--- config.mk ---
export PLATFORM = sky130hd
export DESIGN_NAME = fmap_wr_seq_4lane_flat
export DESIGN_NICKNAME = d
export VERILOG_FILES = /design/src/rtl/fmap_wr_seq_4lane_if.sv /design/src/rtl/fmap_wr_seq_4lane.sv /design/src/flat_wrapper.sv
export SDC_FILE = /design/constraint.sdc
export NUM_CORES = 1
export LEC_CHECK = 0
export BUFFER_PORTS_ARGS = -buffer_cell sky130_fd_sc_hd__buf_4
export CAP_MARGIN = 25
export CORE_MARGIN = 4
export CORE_UTILIZATION = 28
export CTS_CLUSTER_DIAMETER = 30
export CTS_CLUSTER_SIZE = 25
export DETAILED_ROUTE_END_ITERATION = 10
export GPL_TIMING_DRIVEN = 0
export PLACE_DENSITY_LB_ADDON = 0.12
export SETUP_SLACK_MARGIN = 0.4
export SLEW_MARGIN = 30
export SYNTH_ARGS = -nofsm -noshare
export SYNTH_HDL_FRONTEND = slang
export SYNTH_SLANG_ARGS = --single-unit
--- constraint.sdc ---
create_clock -name clk -period 2.4 [get_ports clk]
set_input_delay 0.48 -clock clk [delete_from_list [all_inputs] [get_ports clk]]
set_output_delay 0.48 -clock clk [all_outputs]
set_load 0.02 [all_outputs]
--- src/rtl/fmap_wr_seq_4lane_if.sv ---
// Bus bundle between the 4-lane write sequencer, the upstream PE lanes and the feature-map buffer.
// The master modport is the sequencer side; the slave modport is the PE/buffer environment side.
interface fmap_wr_seq_4lane_if #(
   parameter int DW           = 8,
   parameter int MEM_ADDR_ROW = 5,
   parameter int MEM_ADDR_COL = 3
);
   logic                    in_valid;
   logic                    in_ready;
   logic [DW-1:0]           data_in1;
   logic [DW-1:0]           data_in2;
   logic [DW-1:0]           data_in3;
   logic [DW-1:0]           data_in4;
   logic                    rd_busy;
   logic                    wr_en;
   logic [DW-1:0]           data_out1;
   logic [DW-1:0]           data_out2;
   logic [DW-1:0]           data_out3;
   logic [DW-1:0]           data_out4;
   logic [MEM_ADDR_ROW-1:0] add_row1;
   logic [MEM_ADDR_ROW-1:0] add_row2;
   logic [MEM_ADDR_ROW-1:0] add_row3;
   logic [MEM_ADDR_ROW-1:0] add_row4;
   logic [MEM_ADDR_COL-1:0] add_col1;
   logic [MEM_ADDR_COL-1:0] add_col2;
   logic [MEM_ADDR_COL-1:0] add_col3;
   logic [MEM_ADDR_COL-1:0] add_col4;

   modport master (
      input  in_valid, data_in1, data_in2, data_in3, data_in4, rd_busy,
      output in_ready, wr_en,
      output data_out1, data_out2, data_out3, data_out4,
      output add_row1, add_row2, add_row3, add_row4,
      output add_col1, add_col2, add_col3, add_col4
   );

   modport slave (
      output in_valid, data_in1, data_in2, data_in3, data_in4, rd_busy,
      input  in_ready, wr_en,
      input  data_out1, data_out2, data_out3, data_out4,
      input  add_row1, add_row2, add_row3, add_row4,
      input  add_col1, add_col2, add_col3, add_col4
   );
endinterface

--- src/rtl/fmap_wr_seq_4lane.sv ---
// Write-side sequencer for the feature-map buffer: places 4-lane beats at consecutive
// row-major locations through a registered single-entry output stage, yielding to buffer reads.
module fmap_wr_seq_4lane #(
   parameter int DW           = 8,
   parameter int MEM_SIZE_ROW = 28,
   parameter int MEM_SIZE_COL = 7,
   parameter int MEM_ADDR_ROW = 5,
   parameter int MEM_ADDR_COL = 3,
   parameter int BEATS        = MEM_SIZE_ROW * MEM_SIZE_COL / 4
) (
   input  logic                clk,
   input  logic                reset,
   input  logic                start,
   output logic                busy,
   output logic                done,
   fmap_wr_seq_4lane_if.master bus
);

   localparam int CNT_W = $clog2(BEATS + 1);
   localparam int SUM_W = MEM_ADDR_COL + 1;
   localparam logic [SUM_W-1:0] COL_LIMIT = SUM_W'(MEM_SIZE_COL);
   localparam logic [CNT_W-1:0] LAST_BEAT = CNT_W'(BEATS - 1);

   typedef enum logic [1:0] {
      ST_IDLE,
      ST_FILL,
      ST_DONE
   } state_t;

   state_t state;
   state_t state_next;

   logic [MEM_ADDR_ROW-1:0] base_row;
   logic [MEM_ADDR_COL-1:0] base_col;
   logic [CNT_W-1:0]        beat_cnt;
   logic                    last_taken;
   logic                    pending;
   logic                    done_q;

   logic [DW-1:0]           data_q [4];
   logic [MEM_ADDR_ROW-1:0] row_q  [4];
   logic [MEM_ADDR_COL-1:0] col_q  [4];

   logic [DW-1:0]           lane_data [4];
   logic [SUM_W-1:0]        col_sum   [5];
   logic [MEM_ADDR_ROW-1:0] lane_row  [5];
   logic [MEM_ADDR_COL-1:0] lane_col  [5];

   logic accept;
   logic final_beat;
   logic enter_fill;
   logic write_done;

   assign lane_data[0] = bus.data_in1;
   assign lane_data[1] = bus.data_in2;
   assign lane_data[2] = bus.data_in3;
   assign lane_data[3] = bus.data_in4;

   assign enter_fill   = start && (state != ST_FILL);
   assign bus.in_ready = (state == ST_FILL) && !bus.rd_busy && !last_taken;
   assign accept       = bus.in_valid && bus.in_ready;
   assign final_beat   = accept && (beat_cnt == LAST_BEAT);
   assign write_done   = pending && !bus.rd_busy;
   assign bus.wr_en    = write_done;
   assign busy         = (state == ST_FILL);
   assign done         = done_q;

   // Entries 0..3 are the lane addresses of this beat; entry 4 is the next beat's base.
   always_comb begin
      for (int n = 0; n < 5; n++) begin
         col_sum[n]  = {1'b0, base_col} + SUM_W'(n);
         lane_row[n] = base_row;
         lane_col[n] = col_sum[n][MEM_ADDR_COL-1:0];
         if (col_sum[n] >= COL_LIMIT) begin
            lane_row[n] = base_row + MEM_ADDR_ROW'(1);
            lane_col[n] = MEM_ADDR_COL'(col_sum[n] - COL_LIMIT);
         end
      end
   end

   always_ff @(posedge clk or negedge reset) begin
      if (!reset) begin
         state <= ST_IDLE;
      end else begin
         state <= state_next;
      end
   end

   always_comb begin
      state_next = state;
      case (state)
         ST_IDLE: if (start)      state_next = ST_FILL;
         ST_FILL: if (final_beat) state_next = ST_DONE;
         ST_DONE: if (start)      state_next = ST_FILL;
         default:                 state_next = ST_IDLE;
      endcase
   end

   always_ff @(posedge clk or negedge reset) begin
      if (!reset) begin
         base_row   <= '0;
         base_col   <= '0;
         beat_cnt   <= '0;
         last_taken <= 1'b0;
      end else if (enter_fill) begin
         base_row   <= '0;
         base_col   <= '0;
         beat_cnt   <= '0;
         last_taken <= 1'b0;
      end else if (accept) begin
         base_row <= lane_row[4];
         base_col <= lane_col[4];
         beat_cnt <= beat_cnt + CNT_W'(1);
         if (final_beat) begin
            last_taken <= 1'b1;
         end
      end
   end

   // A new accept reloads the stage in the same edge its previous write retires.
   always_ff @(posedge clk or negedge reset) begin
      if (!reset) begin
         pending <= 1'b0;
         for (int n = 0; n < 4; n++) begin
            data_q[n] <= '0;
            row_q[n]  <= '0;
            col_q[n]  <= '0;
         end
      end else if (accept) begin
         pending <= 1'b1;
         for (int n = 0; n < 4; n++) begin
            data_q[n] <= lane_data[n];
            row_q[n]  <= lane_row[n];
            col_q[n]  <= lane_col[n];
         end
      end else if (write_done) begin
         pending <= 1'b0;
      end
   end

   // Once the final beat is taken, the only write still in flight is that final beat.
   always_ff @(posedge clk or negedge reset) begin
      if (!reset) begin
         done_q <= 1'b0;
      end else if (enter_fill) begin
         done_q <= 1'b0;
      end else if (write_done && last_taken) begin
         done_q <= 1'b1;
      end
   end

   assign bus.data_out1 = data_q[0];
   assign bus.data_out2 = data_q[1];
   assign bus.data_out3 = data_q[2];
   assign bus.data_out4 = data_q[3];
   assign bus.add_row1  = row_q[0];
   assign bus.add_row2  = row_q[1];
   assign bus.add_row3  = row_q[2];
   assign bus.add_row4  = row_q[3];
   assign bus.add_col1  = col_q[0];
   assign bus.add_col2  = col_q[1];
   assign bus.add_col3  = col_q[2];
   assign bus.add_col4  = col_q[3];

endmodule

--- src/flat_wrapper.sv ---
// flat-port wrapper written by rule: the top's interface ports become plain ports
module fmap_wr_seq_4lane_flat 
#(
   parameter int DW           = 8,
   parameter int MEM_SIZE_ROW = 28,
   parameter int MEM_SIZE_COL = 7,
   parameter int MEM_ADDR_ROW = 5,
   parameter int MEM_ADDR_COL = 3,
   parameter int BEATS        = MEM_SIZE_ROW * MEM_SIZE_COL / 4
)
  (clk, reset, start, busy, done, bus_in_valid, bus_data_in1, bus_data_in2, bus_data_in3, bus_data_in4, bus_rd_busy, bus_in_ready, bus_wr_en, bus_data_out1, bus_data_out2, bus_data_out3, bus_data_out4, bus_add_row1, bus_add_row2, bus_add_row3, bus_add_row4, bus_add_col1, bus_add_col2, bus_add_col3, bus_add_col4);
  fmap_wr_seq_4lane_if #(.DW(DW), .MEM_ADDR_ROW(MEM_ADDR_ROW), .MEM_ADDR_COL(MEM_ADDR_COL)) bus_i ();
  input  logic clk;
  input  logic reset;
  input  logic start;
  output logic busy;
  output logic done;
  input wire logic [$bits(bus_i.in_valid)-1:0] bus_in_valid;
  input wire logic [$bits(bus_i.data_in1)-1:0] bus_data_in1;
  input wire logic [$bits(bus_i.data_in2)-1:0] bus_data_in2;
  input wire logic [$bits(bus_i.data_in3)-1:0] bus_data_in3;
  input wire logic [$bits(bus_i.data_in4)-1:0] bus_data_in4;
  input wire logic [$bits(bus_i.rd_busy)-1:0] bus_rd_busy;
  output wire logic [$bits(bus_i.in_ready)-1:0] bus_in_ready;
  output wire logic [$bits(bus_i.wr_en)-1:0] bus_wr_en;
  output wire logic [$bits(bus_i.data_out1)-1:0] bus_data_out1;
  output wire logic [$bits(bus_i.data_out2)-1:0] bus_data_out2;
  output wire logic [$bits(bus_i.data_out3)-1:0] bus_data_out3;
  output wire logic [$bits(bus_i.data_out4)-1:0] bus_data_out4;
  output wire logic [$bits(bus_i.add_row1)-1:0] bus_add_row1;
  output wire logic [$bits(bus_i.add_row2)-1:0] bus_add_row2;
  output wire logic [$bits(bus_i.add_row3)-1:0] bus_add_row3;
  output wire logic [$bits(bus_i.add_row4)-1:0] bus_add_row4;
  output wire logic [$bits(bus_i.add_col1)-1:0] bus_add_col1;
  output wire logic [$bits(bus_i.add_col2)-1:0] bus_add_col2;
  output wire logic [$bits(bus_i.add_col3)-1:0] bus_add_col3;
  output wire logic [$bits(bus_i.add_col4)-1:0] bus_add_col4;
  assign bus_i.in_valid = bus_in_valid;
  assign bus_i.data_in1 = bus_data_in1;
  assign bus_i.data_in2 = bus_data_in2;
  assign bus_i.data_in3 = bus_data_in3;
  assign bus_i.data_in4 = bus_data_in4;
  assign bus_i.rd_busy = bus_rd_busy;
  assign bus_in_ready = bus_i.in_ready;
  assign bus_wr_en = bus_i.wr_en;
  assign bus_data_out1 = bus_i.data_out1;
  assign bus_data_out2 = bus_i.data_out2;
  assign bus_data_out3 = bus_i.data_out3;
  assign bus_data_out4 = bus_i.data_out4;
  assign bus_add_row1 = bus_i.add_row1;
  assign bus_add_row2 = bus_i.add_row2;
  assign bus_add_row3 = bus_i.add_row3;
  assign bus_add_row4 = bus_i.add_row4;
  assign bus_add_col1 = bus_i.add_col1;
  assign bus_add_col2 = bus_i.add_col2;
  assign bus_add_col3 = bus_i.add_col3;
  assign bus_add_col4 = bus_i.add_col4;
  fmap_wr_seq_4lane #(.DW(DW), .MEM_SIZE_ROW(MEM_SIZE_ROW), .MEM_SIZE_COL(MEM_SIZE_COL), .MEM_ADDR_ROW(MEM_ADDR_ROW), .MEM_ADDR_COL(MEM_ADDR_COL), .BEATS(BEATS)) u_core (.clk(clk), .reset(reset), .start(start), .busy(busy), .done(done), .bus(bus_i));
endmodule
* Word level (Yosys, flattened, before mapping) *
Index checks and enable logic that the tools add are counted.

cells by class
  $add $sub $neg = 11
  order comparisons = 5
  eq/ne operators = 6
  multiplexer cells = 26
  reduce and logical (&&, ||, !) cells = 19

operators with widths
  cell                                                   number
  two-way mux 5 bit                                      7
  two-way mux 3 bit                                      7
  >= comparator 4 x 3 -> 1 bit, second input constant    4
  subtractor 3 bit, second input constant                5
  two-way mux 6 bit                                      2
  nonzero test 2 bit                                     5
  adder 3 x 2 -> 4 bit, second input constant            2
  logical AND 1 bit                                      7
  two-way mux 1 bit                                      7
  adder 6 x 1 -> 6 bit, second input constant            1
  equality test 6 bit, second input constant             1
  inequality test 2 x 1 -> 1 bit, second input constant  3
  AND reduction 2 bit                                    3
  adder 5 x 1 -> 5 bit, second input constant            1
  adder 3 x 1 -> 4 bit, second input constant            1
  adder 3 x 3 -> 4 bit, second input constant            1
  two-way mux 2 bit                                      2
  one-hot mux 2 bit (2 select lines)                     1
  >= comparator 3 bit, second input constant             1
  equality test 2 x 1 -> 1 bit, second input constant    1
  equality test 2 bit, second input constant             1
  logical NOT 1 bit                                      2
  logical NOT 2 bit                                      1
  OR reduction 2 bit                                     1

word-level totals
  bits in registers = 83
  logic and storage cells = 86

* Depth between registers and ports, before layout *
  word-level depth = 8
  depth in mapped cells = 7
  gate-level depth less buffers = 7

* Worst setup path before layout *
Ideal clock, no wire load.

  path type = reg2reg
  from = register u_core.base_col[0]
  to = register u_core.row_q, in the netlist u_core.bus.add_row4[3]
  setup time = 0.083 ns
  arrival = 1.954 ns
  data required time = 2.317 ns
  setup slack = 0.363 ns
  stages on the path, launching flop included = 8
  path buffers = 1
  period minus slack after synthesis = 2.037 ns
  cell sequence = dfrtp_1 -> buf_1 -> inv_1 -> ha_1 -> a221oi_2 -> nor2_1 -> xnor2_1 -> o21ai_0

between the ends
  word-level cells in the longest chain between the ends = 3

RTL lines
  item                            line                      RTL
  start: declaration              fmap_wr_seq_4lane.sv:34   logic [MEM_ADDR_COL-1:0] base_col;
  start signal: assignment        fmap_wr_seq_4lane.sv:112  base_col <= lane_col[4];
  adder 3 x 2 -> 4 bit            fmap_wr_seq_4lane.sv:71   col_sum[n] = {1'b0, base_col} + SUM_W'(n);
  >= comparator 4 x 3 -> 1 bit    fmap_wr_seq_4lane.sv:74   if (col_sum[n] >= COL_LIMIT) begin
  two-way mux 5 bit               fmap_wr_seq_4lane.sv:74
  end signal: indexed assignment  fmap_wr_seq_4lane.sv:133  row_q[n] <= lane_row[n];
  end: declaration                fmap_wr_seq_4lane.sv:41   logic [MEM_ADDR_ROW-1:0] row_q [4];

No other way between the ends.
A chain may end at the register's enable or synchronous reset.

* Final worst setup path *
  from = register u_core.base_col[0]
  to = register u_core.row_q, in the netlist u_core.bus.add_row3[3]

The elaborated chain is that of the path after synthesis.

==> summary by stage <==
Finish
The synthesis-to-layout area growth is 36.9%. The share of final-layout standard cells stronger than drive strength 1 is 37.7%. Excluding fillers, the count of instances in the completed layout stands at approximately 640.

The share of the core filled with cells is roughly 40%. Once layout is done, the placed cells without fillers occupy 5270 µm². The repair_antennas step left the layout with diodes totalling 0.

The final net count is 511.

Clocking
After clock tree synthesis, the flow added hold-fix buffers numbering 0. The number of buffers inserted during clock tree synthesis is 9. The clock tree root buffer cell is sky130_fd_sc_hd__clkbuf_16. The number of sinks on the clock net is between 80 and 90. TritonCTS built the clock tree.

After clock tree synthesis, the clock-pin slew on the worst setup and hold paths is around 60 ps. In this run the number of H-tree levels came out at 3. The clock tree buffer depth is 2. Clock latency on the worst-skew pair, taken at its later pin, is 330 ps.

Routing
Summed over all layers, the routed wires come to ~9.5 mm. The pre-antenna-repair detailed-routing pass consisted of 4 iterations. The routed wire length per instance is 14.7 µm. The DRC violations left is 0. In the routed layout, each cell is associated on average with a via count of 4.39. The post-detailed-route count of antenna-violating nets is 0.

In this run, the number of DRC markers left after iteration 0 of detailed routing was between 80 and 90. Detailed routing inserted a total of 2821 vias.

Worst setup path
STA puts the critical path data required time at 2600 ps. Of all nets on the critical path, the largest fanout is 10. The most critical setup path has its startpoint at u_core.base_col[0]. The type of origin of the critical path is a flop. The critical path in this run is classified as flop to flop. The beginning of the worst register-to-register path is u_core.base_col[0].

Data on the critical path arrives at its endpoint at between 2000 and 2500 ps. Measured in cells, the most critical reg-to-reg path has a length of 7. The worst setup path is captured at a flop.

Synth
The average instance area after synthesis is ~11 µm². The distinct cell type count after synthesis is 38. Of all cell types, the one taking the most synthesized area is sky130_fd_sc_hd__dfrtp_1. The register area share after synthesis is between 50 and 60%. The number of warnings issued by yosys is 0. After synthesis the netlist holds a flip-flop and latch count of 83. The net count of the mapped netlist is 388. The area of the mapped netlist is about 3900 µm². Sorting the synthesized cells by area gives the leading types as sky130_fd_sc_hd__dfrtp_1, sky130_fd_sc_hd__mux2_4, sky130_fd_sc_hd__o21ai_0. The share of synthesized area in the top cell type comes to between 50 and 60%. The fraction of synthesis flops using an asynchronous set or reset pin is 100%.

Synthesis produced a netlist whose cell count is around 340. The most used flip-flop cell after synthesis is sky130_fd_sc_hd__dfrtp_1. The number of flops mapped to enable cells by yosys is 0.

Power
The largest voltage drop on the vdd net is between 400 and 500 µV. The share of total power dissipated in the clock network is roughly a quarter. The switching power summed over all nets is 2.14 mW. Of the total power, the share spent switching nets is a little over a third. The internal portion of the total power is a little under 4 mW. The overall power of the completed layout is between 5 and 6 mW. Sequential cells burn 34.9% of the power.

The power share of the combinational group is ~40%. For this design the ratio of total power to cell area is about 1100 nW/µm². In this run the static leakage power is about 2.5 nW.

Place
Prior to clock tree synthesis, the placed netlist has a worst setup slack of -67.9 ps. The number of input and output port buffers inserted is between 100 and 150. The total placed cells including tap cells is 619. The congestion estimate from routability-driven global placement came to between 0.7 and 0.8.

In this run the cell area measured after placement is around 4900 µm². Detailed placement finished with a half-perimeter wire length of around 6.7 mm.

Global routing
The first-pass GRT wire length is between 15 and 20 mm. The remaining global-route overflow is 0. Global routing used 12.4% of the available tracks. Entering global routing, the biggest net connects 84 pins. The via count of the first global-routing pass is ~2900. The initial antenna violation count was 0.

Job
Across the run, the number of max-cap violations was 0.

Timing
Once routing completed, OpenROAD measured the worst setup slack at a little under 500 ps. The number of pins with negative max-slew slack in the final report was 0. Measured against its own limit, the worst slew margin works out to 48.0%. For the finished layout, the period the worst path requires is between 1500 and 2000 ps.

The actual transition at the worst max-transition pin is between 700 and 800 ps. The worst clock skew is approximately 5.3 ps. The final-report hold violation count is 0. The tightest hold margin is approximately 180 ps. Of the available clock period, the critical path in the final layout requires slightly below 80%. Setup repair after global routing could not meet its margin everywhere. The count of final setup violators is 0. Timing would allow up to between 0.5 and 0.6 GHz. After routing, the total negative slack on setup checks comes to 0 ps.

Die
For this design the top-level I/O count stands at roughly 110. For this configuration, the core starts out at a cell density of 28.9%. The die area is ~16000 µm². The vertical die dimension is approximately 130 µm.

After floorplanning, the core was sized to cover 13300 µm². The overall die width is roughly 130 µm. Row generation in the floorplan step produced 42 rows.

Outcome
The flow ran to the end, and the final reports show no timing, DRC or antenna violations.

Min path
The worst hold-check path type is input pin to asynchronous set/reset pin.
==> worst paths after layout <==
kind,slack [ps],end
worst max-delay path,490,u_core.bus.add_row3[3]
worst min-delay path,180,u_core.bus.data_out4[3]
worst max register to register,490,u_core.bus.add_row3[3]
worst min register to register,480,u_core.pending
max in group asynchronous,1620,u_core.base_col[1]
min in group clk,350,u_core.state[1]
==> worst max-delay path: stages, from the launching register on <==
cell                      delay, ps
sky130_fd_sc_hd__dfrtp_2        430
sky130_fd_sc_hd__buf_4          160
sky130_fd_sc_hd__ha_1           210
sky130_fd_sc_hd__fa_1           370
sky130_fd_sc_hd__buf_4          200
sky130_fd_sc_hd__nand4_1        110
sky130_fd_sc_hd__xor2_1         220
sky130_fd_sc_hd__o21ai_1         90
==> cell usage after synthesis (2+ instances only) <==
| library cell | instances |
|---|---|
| sky130_fd_sc_hd__dfrtp_1 | 83 |
| sky130_fd_sc_hd__buf_6 | 2 |
| sky130_fd_sc_hd__buf_1 | 2 |
| sky130_fd_sc_hd__xor2_1 | 9 |
| sky130_fd_sc_hd__o31ai_1 | 2 |
| sky130_fd_sc_hd__mux2_4 | 20 |
| sky130_fd_sc_hd__clkbuf_1 | 14 |
| sky130_fd_sc_hd__mux2i_1 | 7 |
| sky130_fd_sc_hd__nor2b_1 | 6 |
| sky130_fd_sc_hd__nand3_1 | 12 |
| sky130_fd_sc_hd__xnor2_1 | 15 |
| sky130_fd_sc_hd__nand2_1 | 42 |
| sky130_fd_sc_hd__nand4_1 | 4 |
| sky130_fd_sc_hd__mux2_2 | 12 |
| sky130_fd_sc_hd__buf_2 | 2 |
| sky130_fd_sc_hd__o21ai_0 | 37 |
| sky130_fd_sc_hd__and2_1 | 3 |
| sky130_fd_sc_hd__ha_1 | 11 |
| sky130_fd_sc_hd__inv_1 | 12 |
| sky130_fd_sc_hd__nor3b_1 | 2 |
| sky130_fd_sc_hd__a21oi_1 | 7 |
| sky130_fd_sc_hd__nor2_1 | 17 |
| sky130_fd_sc_hd__nor3_1 | 3 |
==> routing by layer <==
metal	global-route usage, %	share of wire (%)	up-vias
li1	-	-	1394
met1	16.6	47	1339
met2	18.9	46	76
met3	3.45	5.3	12
met4	5.36	1.8	0
met5	0	0	-
==> flip-flops by register name (all words and copies together), names as in the netlist, 5 cells and up <==
signal                cells
u_core.bus.add_row3       5
u_core.bus.data_out3      8
u_core.beat_cnt           6
u_core.bus.data_out2      8
u_core.bus.data_out4      8
u_core.bus.data_out1      8
u_core.base_row           5
u_core.bus.add_row1       5
u_core.bus.add_row2       5
u_core.bus.add_row4       5
==> repair_timing <==
| item | CTS | global route |
|---|---|---|
| pin swaps | 3 | 0 |
| endpoints found under the setup margin | 56 | 17 |
| endpoints found under the hold margin | 0 | 0 |
| buffers inserted | 5 | 3 |
| gates resized for setup | 8 | 9 |
==> logic make-up (layout without fill, tap and decap cells) <==
family | Yosys count | in the layout | synth area share (%)
AOI/OAI and AO/OA | 54 | 54 | 8.15
xor gates and xnor gates | 24 | 24 | 5.46
adders and majority gates | 12 | 12 | 4.09
and+or+nand+nor | 95 | 95 | 11.7
muxes | 39 | 39 | 13.1
DFF | 83 | 83 | 53.9
buffers and inverters | 32 | 160 | 3.57
==> power groups by stage <==
stage / registers (mW) / logic (mW) / clock network, mW
2_1_floorplan: 2.50 / 0.998 / 0
3_3_place_gp: 2.12 / 2.34 / 0
3_5_place_dp: 2.13 / 2.35 / 0
4_1_cts: 2.12 / 2.43 / 1.51
5_1_grt: 2.15 / 2.67 / 1.57
6_report: 2.09 / 2.45 / 1.45
==> layout make-up <==
type	instances	area [µm²]
buffer	20	103
clock buffer	12	236
clock inverter	4	75.1
fill	1336	8080
inverter	12	45.0
multi-input combinational	224	1670
sequential	83	2080
tap	176	220
timing repair buffer	112	845
==> cell usage in the layout (no fill, tap or decap), types with 2 or more instances in the layout <==
cell type	instances
sky130_fd_sc_hd__nor3b_1	2
sky130_fd_sc_hd__and2_1	3
sky130_fd_sc_hd__ha_1	10
sky130_fd_sc_hd__nor3_1	3
sky130_fd_sc_hd__dfrtp_1	80
sky130_fd_sc_hd__xnor2_1	15
sky130_fd_sc_hd__buf_6	3
sky130_fd_sc_hd__bufinv_16	2
sky130_fd_sc_hd__nor2b_1	6
sky130_fd_sc_hd__a21oi_1	6
sky130_fd_sc_hd__o21ai_0	36
sky130_fd_sc_hd__o31ai_1	2
sky130_fd_sc_hd__buf_2	2
sky130_fd_sc_hd__nand2_1	42
sky130_fd_sc_hd__clkbuf_16	9
sky130_fd_sc_hd__nand3_1	12
sky130_fd_sc_hd__xor2_1	9
sky130_fd_sc_hd__clkbuf_1	14
sky130_fd_sc_hd__nand4_1	4
sky130_fd_sc_hd__clkinvlp_4	2
sky130_fd_sc_hd__clkbuf_2	2
sky130_fd_sc_hd__dfrtp_2	3
sky130_fd_sc_hd__buf_4	112
sky130_fd_sc_hd__mux2_2	12
sky130_fd_sc_hd__inv_1	12
sky130_fd_sc_hd__mux2i_1	7
sky130_fd_sc_hd__mux2_4	20
sky130_fd_sc_hd__nor2_1	17
No activity file was read; power rests on OpenSTA's default activity.
